[config.mk]
export PLATFORM = sky130hd
export DESIGN_NAME = rr_priority_arbiter_flat
export DESIGN_NICKNAME = d
export VERILOG_FILES = /design/src/rtl/rr_priority_arbiter_pkg.sv /design/src/rtl/rr_priority_arbiter_if.sv /design/src/rtl/rr_priority_arbiter_prio_pick.sv /design/src/rtl/rr_priority_arbiter.sv /design/src/flat_wrapper.sv
export SDC_FILE = /design/constraint.sdc
export NUM_CORES = 1
export LEC_CHECK = 0
export CAP_MARGIN = 20
export CORE_MARGIN = 8
export CORE_UTILIZATION = 47
export DETAILED_ROUTE_END_ITERATION = 6
export HOLD_SLACK_MARGIN = 0.08
export PLACE_DENSITY = 0.83
export SLEW_MARGIN = 20
export SYNTH_ARGS = -nofsm -noshare
export SYNTH_HDL_FRONTEND = slang
export SYNTH_HIERARCHICAL = 1
export SYNTH_SLANG_ARGS = --single-unit
[constraint.sdc]
create_clock -name clk -period 2.7 [get_ports clk]
set_input_delay 0.675 -clock clk [delete_from_list [all_inputs] [get_ports clk]]
set_output_delay 0.675 -clock clk [all_outputs]
set_load 0.005 [all_outputs]
[src/rtl/rr_priority_arbiter_pkg.sv]
// Shared types, mode constants and helpers for the round-robin / fixed-priority arbiter.
// Supports up to MAX_N requesters.
package arb_pkg;

  typedef enum logic {
    IDLE  = 1'b0,
    GRANT = 1'b1
  } state_t;

  localparam int MODE_FIXED = 0;
  localparam int MODE_RR    = 1;

  localparam int unsigned MAX_N = 32;

  // A one-hot word has exactly one set bit, so OR-ing the indices of set bits yields its index.
  // An all-zero word yields 0, which is also the idle value of gnt_idx.
  function automatic int unsigned onehot_to_idx(input logic [MAX_N-1:0] oh);
    int unsigned idx;
    idx = 0;
    for (int unsigned i = 0; i < MAX_N; i++) begin
      if (oh[i]) idx = idx | i;
    end
    return idx;
  endfunction

  function automatic int idx_width(input int n);
    return (n > 1) ? $clog2(n) : 1;
  endfunction

endpackage

[src/rtl/rr_priority_arbiter_if.sv]
// Request/grant bundle between requesters (master) and the arbiter (slave).
interface rr_priority_arbiter_if #(
  parameter int N = 4
);
  import arb_pkg::*;

  localparam int IDXW = idx_width(N);

  logic [N-1:0]    req;
  logic [N-1:0]    gnt;
  logic            gnt_valid;
  logic [IDXW-1:0] gnt_idx;

  modport master (output req, input gnt, input gnt_valid, input gnt_idx);
  modport slave  (input req, output gnt, output gnt_valid, output gnt_idx);

endinterface

[src/rtl/rr_priority_arbiter_prio_pick.sv]
// Combinational find-first-set: keeps only the lowest set bit of vec.
module prio_pick #(
  parameter int N = 4
) (
  input  logic [N-1:0] vec,
  output logic [N-1:0] first
);

  // Carry chain: a bit survives only if no lower bit was set.
  always_comb begin
    logic seen;
    // NOTE: every variable gets a value before any branch or loop, so no latch can be inferred.
    first = '0;
    seen  = 1'b0;
    for (int i = 0; i < N; i++) begin
      first[i] = vec[i] & ~seen;
      seen     = seen | vec[i];
    end
  end

endmodule

[src/rtl/rr_priority_arbiter.sv]
// N-way arbiter: fixed-priority or round-robin selection, registered one-hot grant,
// grant locking while the owner keeps req high, and preemption after MAX_HOLD contended cycles.
module rr_priority_arbiter
  import arb_pkg::*;
#(
  parameter  int N        = 4,
  parameter  int MODE     = MODE_RR,
  parameter  int MAX_HOLD = 4,
  localparam int IDXW     = idx_width(N)
) (
  input logic                  clk,
  input logic                  rst_n,
  rr_priority_arbiter_if.slave bus
);

  localparam int              HCW       = (MAX_HOLD > 0) ? $clog2(MAX_HOLD + 1) : 1;
  localparam logic [HCW-1:0]  HOLD_LAST = HCW'((MAX_HOLD > 0) ? MAX_HOLD - 1 : 0);

  state_t          state;
  logic [N-1:0]    gnt_q;
  logic            gnt_valid_q;
  logic [IDXW-1:0] gnt_idx_q;
  logic [IDXW-1:0] ptr;
  logic [HCW-1:0]  hold_cnt;

  logic [N-1:0]    req;
  logic [N-1:0]    cand;
  logic [N-1:0]    rr_mask;
  logic [N-1:0]    masked_pick;
  logic [N-1:0]    full_pick;
  logic [N-1:0]    win;
  logic [IDXW-1:0] win_idx;
  logic [IDXW-1:0] next_ptr;
  logic            owner_req;
  logic            contended;
  logic            hold_expired;
  logic            take;
  logic            drop;

  assign req = bus.req;

  // Decide what happens at the next edge and which requesters compete.
  always_comb begin
    owner_req    = |(req & gnt_q);
    contended    = |(req & ~gnt_q);
    hold_expired = (MAX_HOLD > 0) && (hold_cnt == HOLD_LAST);
    take         = 1'b0;
    drop         = 1'b0;
    cand         = req;
    case (state)
      IDLE: take = |req;
      GRANT: begin
        if (!owner_req) begin
          take = |req;
          drop = ~(|req);
        end else if (hold_expired && contended) begin
          take = 1'b1;
          cand = req & ~gnt_q;
        end
      end
      default: ;
    endcase
  end

  // Round-robin: search from ptr upward first, then wrap to the lowest index.
  // In fixed mode ptr stays 0, so the mask passes everything through.
  always_comb begin
    rr_mask = '0;
    for (int i = 0; i < N; i++) begin
      rr_mask[i] = (i >= int'(ptr));
    end
  end

  prio_pick #(.N(N)) u_pick_masked (
    .vec   (cand & rr_mask),
    .first (masked_pick)
  );

  prio_pick #(.N(N)) u_pick_full (
    .vec   (cand),
    .first (full_pick)
  );

  assign win      = (|masked_pick) ? masked_pick : full_pick;
  assign win_idx  = IDXW'(onehot_to_idx(MAX_N'(win)));
  assign next_ptr = (win_idx == IDXW'(N - 1)) ? '0 : win_idx + 1'b1;

  always_ff @(posedge clk or negedge rst_n) begin
    if (!rst_n) begin
      state       <= IDLE;
      gnt_q       <= '0;
      gnt_valid_q <= 1'b0;
      gnt_idx_q   <= '0;
      ptr         <= '0;
      hold_cnt    <= '0;
    end else if (take) begin
      // NOTE: state registers use non-blocking assignments so every flop samples pre-edge values.
      state       <= GRANT;
      gnt_q       <= win;
      gnt_valid_q <= 1'b1;
      gnt_idx_q   <= win_idx;
      hold_cnt    <= '0;
      if (MODE == MODE_RR) ptr <= next_ptr;
    end else if (drop) begin
      state       <= IDLE;
      gnt_q       <= '0;
      gnt_valid_q <= 1'b0;
      gnt_idx_q   <= '0;
      hold_cnt    <= '0;
    end else if (state == GRANT && hold_cnt != HOLD_LAST) begin
      hold_cnt <= hold_cnt + 1'b1;
    end
  end

  assign bus.gnt       = gnt_q;
  assign bus.gnt_valid = gnt_valid_q;
  assign bus.gnt_idx   = gnt_idx_q;

endmodule

[src/flat_wrapper.sv]
// flat-port wrapper written by rule: the top's interface ports become plain ports
module rr_priority_arbiter_flat import arb_pkg::*;
#(
  parameter  int N        = 4,
  parameter  int MODE     = MODE_RR,
  parameter  int MAX_HOLD = 4,
  localparam int IDXW     = idx_width(N)
)
  (clk, rst_n, bus_req, bus_gnt, bus_gnt_valid, bus_gnt_idx);
  rr_priority_arbiter_if #(.N(N)) bus_i ();
  input logic clk;
  input logic rst_n;
  input wire logic [$bits(bus_i.req)-1:0] bus_req;
  output wire logic [$bits(bus_i.gnt)-1:0] bus_gnt;
  output wire logic [$bits(bus_i.gnt_valid)-1:0] bus_gnt_valid;
  output wire logic [$bits(bus_i.gnt_idx)-1:0] bus_gnt_idx;
  assign bus_i.req = bus_req;
  assign bus_gnt = bus_i.gnt;
  assign bus_gnt_valid = bus_i.gnt_valid;
  assign bus_gnt_idx = bus_i.gnt_idx;
  rr_priority_arbiter #(.N(N), .MODE(MODE), .MAX_HOLD(MAX_HOLD)) u_core (.clk(clk), .rst_n(rst_n), .bus(bus_i));
endmodule
==> impl_metrics.yaml, run 1 <==
placed_design:
  dp_cells: 144
  place_congestion: 0.8569
  dp_hpwl_um: 1758
  io_buffers: 12
  place_area_sq_um: 1181
grt:
  grt_pass1_wl_um: 3691
  grt_start_max_net_pins: 13
  gr-total-overflow: 0
  antenna_found_initial: 0
  grt_usage_pct: 13.79
  first_global_vias: 836
cts:
  clockRootBuffer: "clkbuf_4"
  cts_sinks: 12
  cts_hold_buf: 0
  path_clk_slew_ns: 0.07
  cts_made_buffers: 3
  htree_num_levels: 1
  cts_tree: "built"
  insertion_delay_ns: 0.27
  clockBufferDepth: 2
die:
  initial_core_util_pct: 49.49
  io_pins: 13
  die_w_um: 58.64
  num_rows: 15
  coreArea_sq_um: 1727
  die_h_um: 58.64
  die_area_sq_um: 3439
min_path:
  hold_path.class: "flop to flop"
yosys:
  synthSimpleGateAreaFrac_pct: 25.48
  synth_top_area_cell: "dfrtp_1"
  synth_xor_area_share_pct: 1.025
  yosys_warnings: 6
  avgSynthCellArea_sq_um: 9.823
  synthAdderAreaFrac_pct: 2.928
  synth.area.mux_share_pct: 12.45
  ys_ff_latch: 12
  synth_top_area_share_pct: 35.14
  ys_types: 34
  synth_compound_area_share_pct: 14.64
  synth_top_family_by_area: "simple AND/OR/NAND/NOR gates"
  synth.top_cells.by_area: "dfrtp_1 (35%), mux2i_1 (9.4%), inv_1 (4.0%)"
  syn_area_sq_um: 854.6
  synth_nets: 95
  synthCells: 87
  ys_seq_area_share_pct: 35.14
timing:
  finalHoldViolCount: 0
  relSlewSlack_pct: 62.08
  worst_slack_ns: -0.1711
  rsz0062_at_grt: "yes"
  fin_skew_ns: 0.003480
  maxSlewViolCount: 0
  clock.fmax_mhz: 348.3
  fin_crit_ns: 2.871
  tightest_slew_ns: 0.5671
  setup_viol: 5
  post-route-period-util_pct: 106.3
routing:
  drcViolationCount: 0
  routed-wl-met2_um: 1319
  via_per_inst: 5.583
  wire_per_inst_um: 17.34
  firstDrtPassIters: 4
  met3WireLength_um: 152
  drtIter0Drc: 19
  num_vias: 843
  drt-met1-wl_um: 1063
  drt-total-wl_um: 2619
  drtAntennaViolNets: 0
  top_layer: "met4"
final_layout:
  final_cell_area_sq_um: 1311
  utilization_pct: 75.94
  synthToLayoutAreaGrowth_pct: 53.44
  instances_no_fill: 151
  layout.nets: 135
  layout.area.seq_sq_um: 300.3
  n_antenna_cell: 0
  multi_input_area_sq_um: 590.6
  fill_cells: 126
  drive_gt1_share_pct: 44.44
run:
  maxCapViolCount: 0
power:
  p_leak_nw: 0.6200
  p_per_area_nw_per_um2: 863.8
  ir_worst_vdd_v: 0.0007475
critical_path:
  critical_path.startpoint_type: "input pin"
  worstPathArrival_ns: 3.07
  critical_path_class: "input pin to flop"
  worstPathRequired_ns: 2.90
  worstPathMaxFanout: 5
  cp-end-kind: "flop"
status:
  outcome: "finished, violations left"
  violations: "negative setup slack"
-- Yosys cell counts, drive strengths merged --
| library cell | count |
|---|---|
| inv | 9 |
| or4b | 1 |
| nand2 | 6 |
| o211a | 1 |
| a2111oi | 1 |
| nand2b | 1 |
| mux2i | 8 |
| o21ai | 1 |
| nand4 | 1 |
| buf | 4 |
| nor2b | 5 |
| o41a | 1 |
| xor2 | 1 |
| mux2 | 2 |
| nor4b | 3 |
| a21oi | 5 |
| and3 | 1 |
| a221oi | 1 |
| ha | 2 |
| dfrtp | 12 |
| nor3 | 3 |
| nor2 | 3 |
| and2 | 4 |
| and2b | 1 |
| a22oi | 2 |
| nand3 | 1 |
| nor3b | 2 |
| a21boi | 1 |
| a211oi | 2 |
| a31oi | 2 |
-- placed cells by master, fill, tap and decap left out, types with 2 or more instances in the layout --
cell,Yosys,routed
buf_2,0,2
nor2b_1,5,2
dfrtp_1,12,12
ha_1,2,2
mux2i_1,8,8
clkdlybuf4s50_1,0,8
nor2_1,3,3
clkbuf_4,0,3
a21oi_1,5,5
nor3_2,3,3
and2_4,1,3
nand2_1,6,6
nor2b_4,0,3
buf_4,2,26
buf_6,2,3
nor4b_2,2,2
inv_1,9,9
-- per-layer routing --
layer	vias up	global-route usage, %
met2	29	23.15
met4	0	7.509
met5	-	0
li1	387	-
met1	414	14.70
met3	13	5.000
-- critical path: stages --
cell and delay (ns):
buf_6 0.09, nor2b_4 0.11, o41a_1 0.44, and2_4 0.20, buf_4 0.15, a21oi_1 0.22, nor3b_1 0.23, or4b_4 0.51
and2_4 0.18, and2_4 0.14, mux2i_1 0.12
-- power breakdown --
part	internal, W	switching (W)
clock	0.0000820	0.0000587
combinational	0.000364	0.000305
sequential	0.000242	0.0000811
total	0.000688	0.000445
-- final cells by class --
cell class / count / area share [%]
Multi-Input combinational cell: 62 / 45.04
Timing Repair Buffer: 39 / 24.33
Sequential cell: 12 / 22.90
Clock buffer: 4 / 2.767
Inverter: 9 / 2.576
Tap cell: 25 / 2.385
-- flip-flops by register name (all words and copies together) (netlist names) --
| name | cells |
|---|---|
| u_core/bus.gnt | 4 |
| u_core/hold_cnt | 3 |
| u_core/bus.gnt_valid | 1 |
| u_core/bus.gnt_idx | 2 |
| u_core/ptr | 2 |
-- cells by family (layout without fill, tap and decap cells) --
family                   Yosys count  in the layout
adder cells (fa/ha/maj)            2              2
AND/OR/NAND/NOR                   32             32
XOR/XNOR                           1              1
buffers and inverters             13             52
multiplexers                      10             10
AO/OA/AOI/OAI                     17             17
flip-flops                        12             12
-- what timing repair did --
item | CTS | global route
setup buffers | 3 | 1
cloned | 0 | 0
setup endpoints to repair | 8 | 8
pin swaps | 7 | 5
resized for setup | 28 | 5
-- through the flow --
| stage | worst slack (ns) | total power, W | TNS (ns) | hold slack (ns) |
|---|---|---|---|---|
| after floorplan | -0.3123 | 0.0006417 | -1.286 | 0.3794 |
| after global placement | -0.7232 | 0.0008650 | -5.152 | 0.5164 |
| after detailed placement | -0.8660 | 0.0008895 | -6.202 | 0.5187 |
| after CTS | -0.2195 | 0.001090 | -0.9604 | 0.5299 |
| after global routing | -0.1941 | 0.001201 | -0.8761 | 0.5884 |
| final | -0.1711 | 0.001133 | -0.4718 | 0.5253 |
-- final timing paths --
kind	startpoint	endpoint	slack [ns]	cells past startpoint
setup reg to reg	u_core/bus.gnt[1]	u_core/bus.gnt_idx[1]	-0.07	10
min in group asynchronous	rst_n	u_core/hold_cnt[2]	0.76	1
setup / recovery	bus_req[0]	u_core/bus.gnt_idx[1]	-0.17	11
max in group asynchronous	rst_n	u_core/ptr[1]	1.56	1
hold reg to reg	u_core/bus.gnt_idx[0]	u_core/bus.gnt_idx[0]	0.53	2
hold / removal	u_core/bus.gnt_idx[0]	u_core/bus.gnt_idx[0]	0.53	2
Note: power is estimated with default switching activity, not from simulation.
==> inputs of run 2 (changes only) <==
--- a/config.mk
+++ b/config.mk
@@ -5,7 +5,7 @@
 export SDC_FILE = /design/constraint.sdc
 export NUM_CORES = 1
 export LEC_CHECK = 0
-export CAP_MARGIN = 20
+export CAP_MARGIN = 15
 export CORE_MARGIN = 8
 export CORE_UTILIZATION = 47
 export DETAILED_ROUTE_END_ITERATION = 6
==> results of run 2 <==
Same layout as run 1: the final DEF is identical, and so are final timing and power.
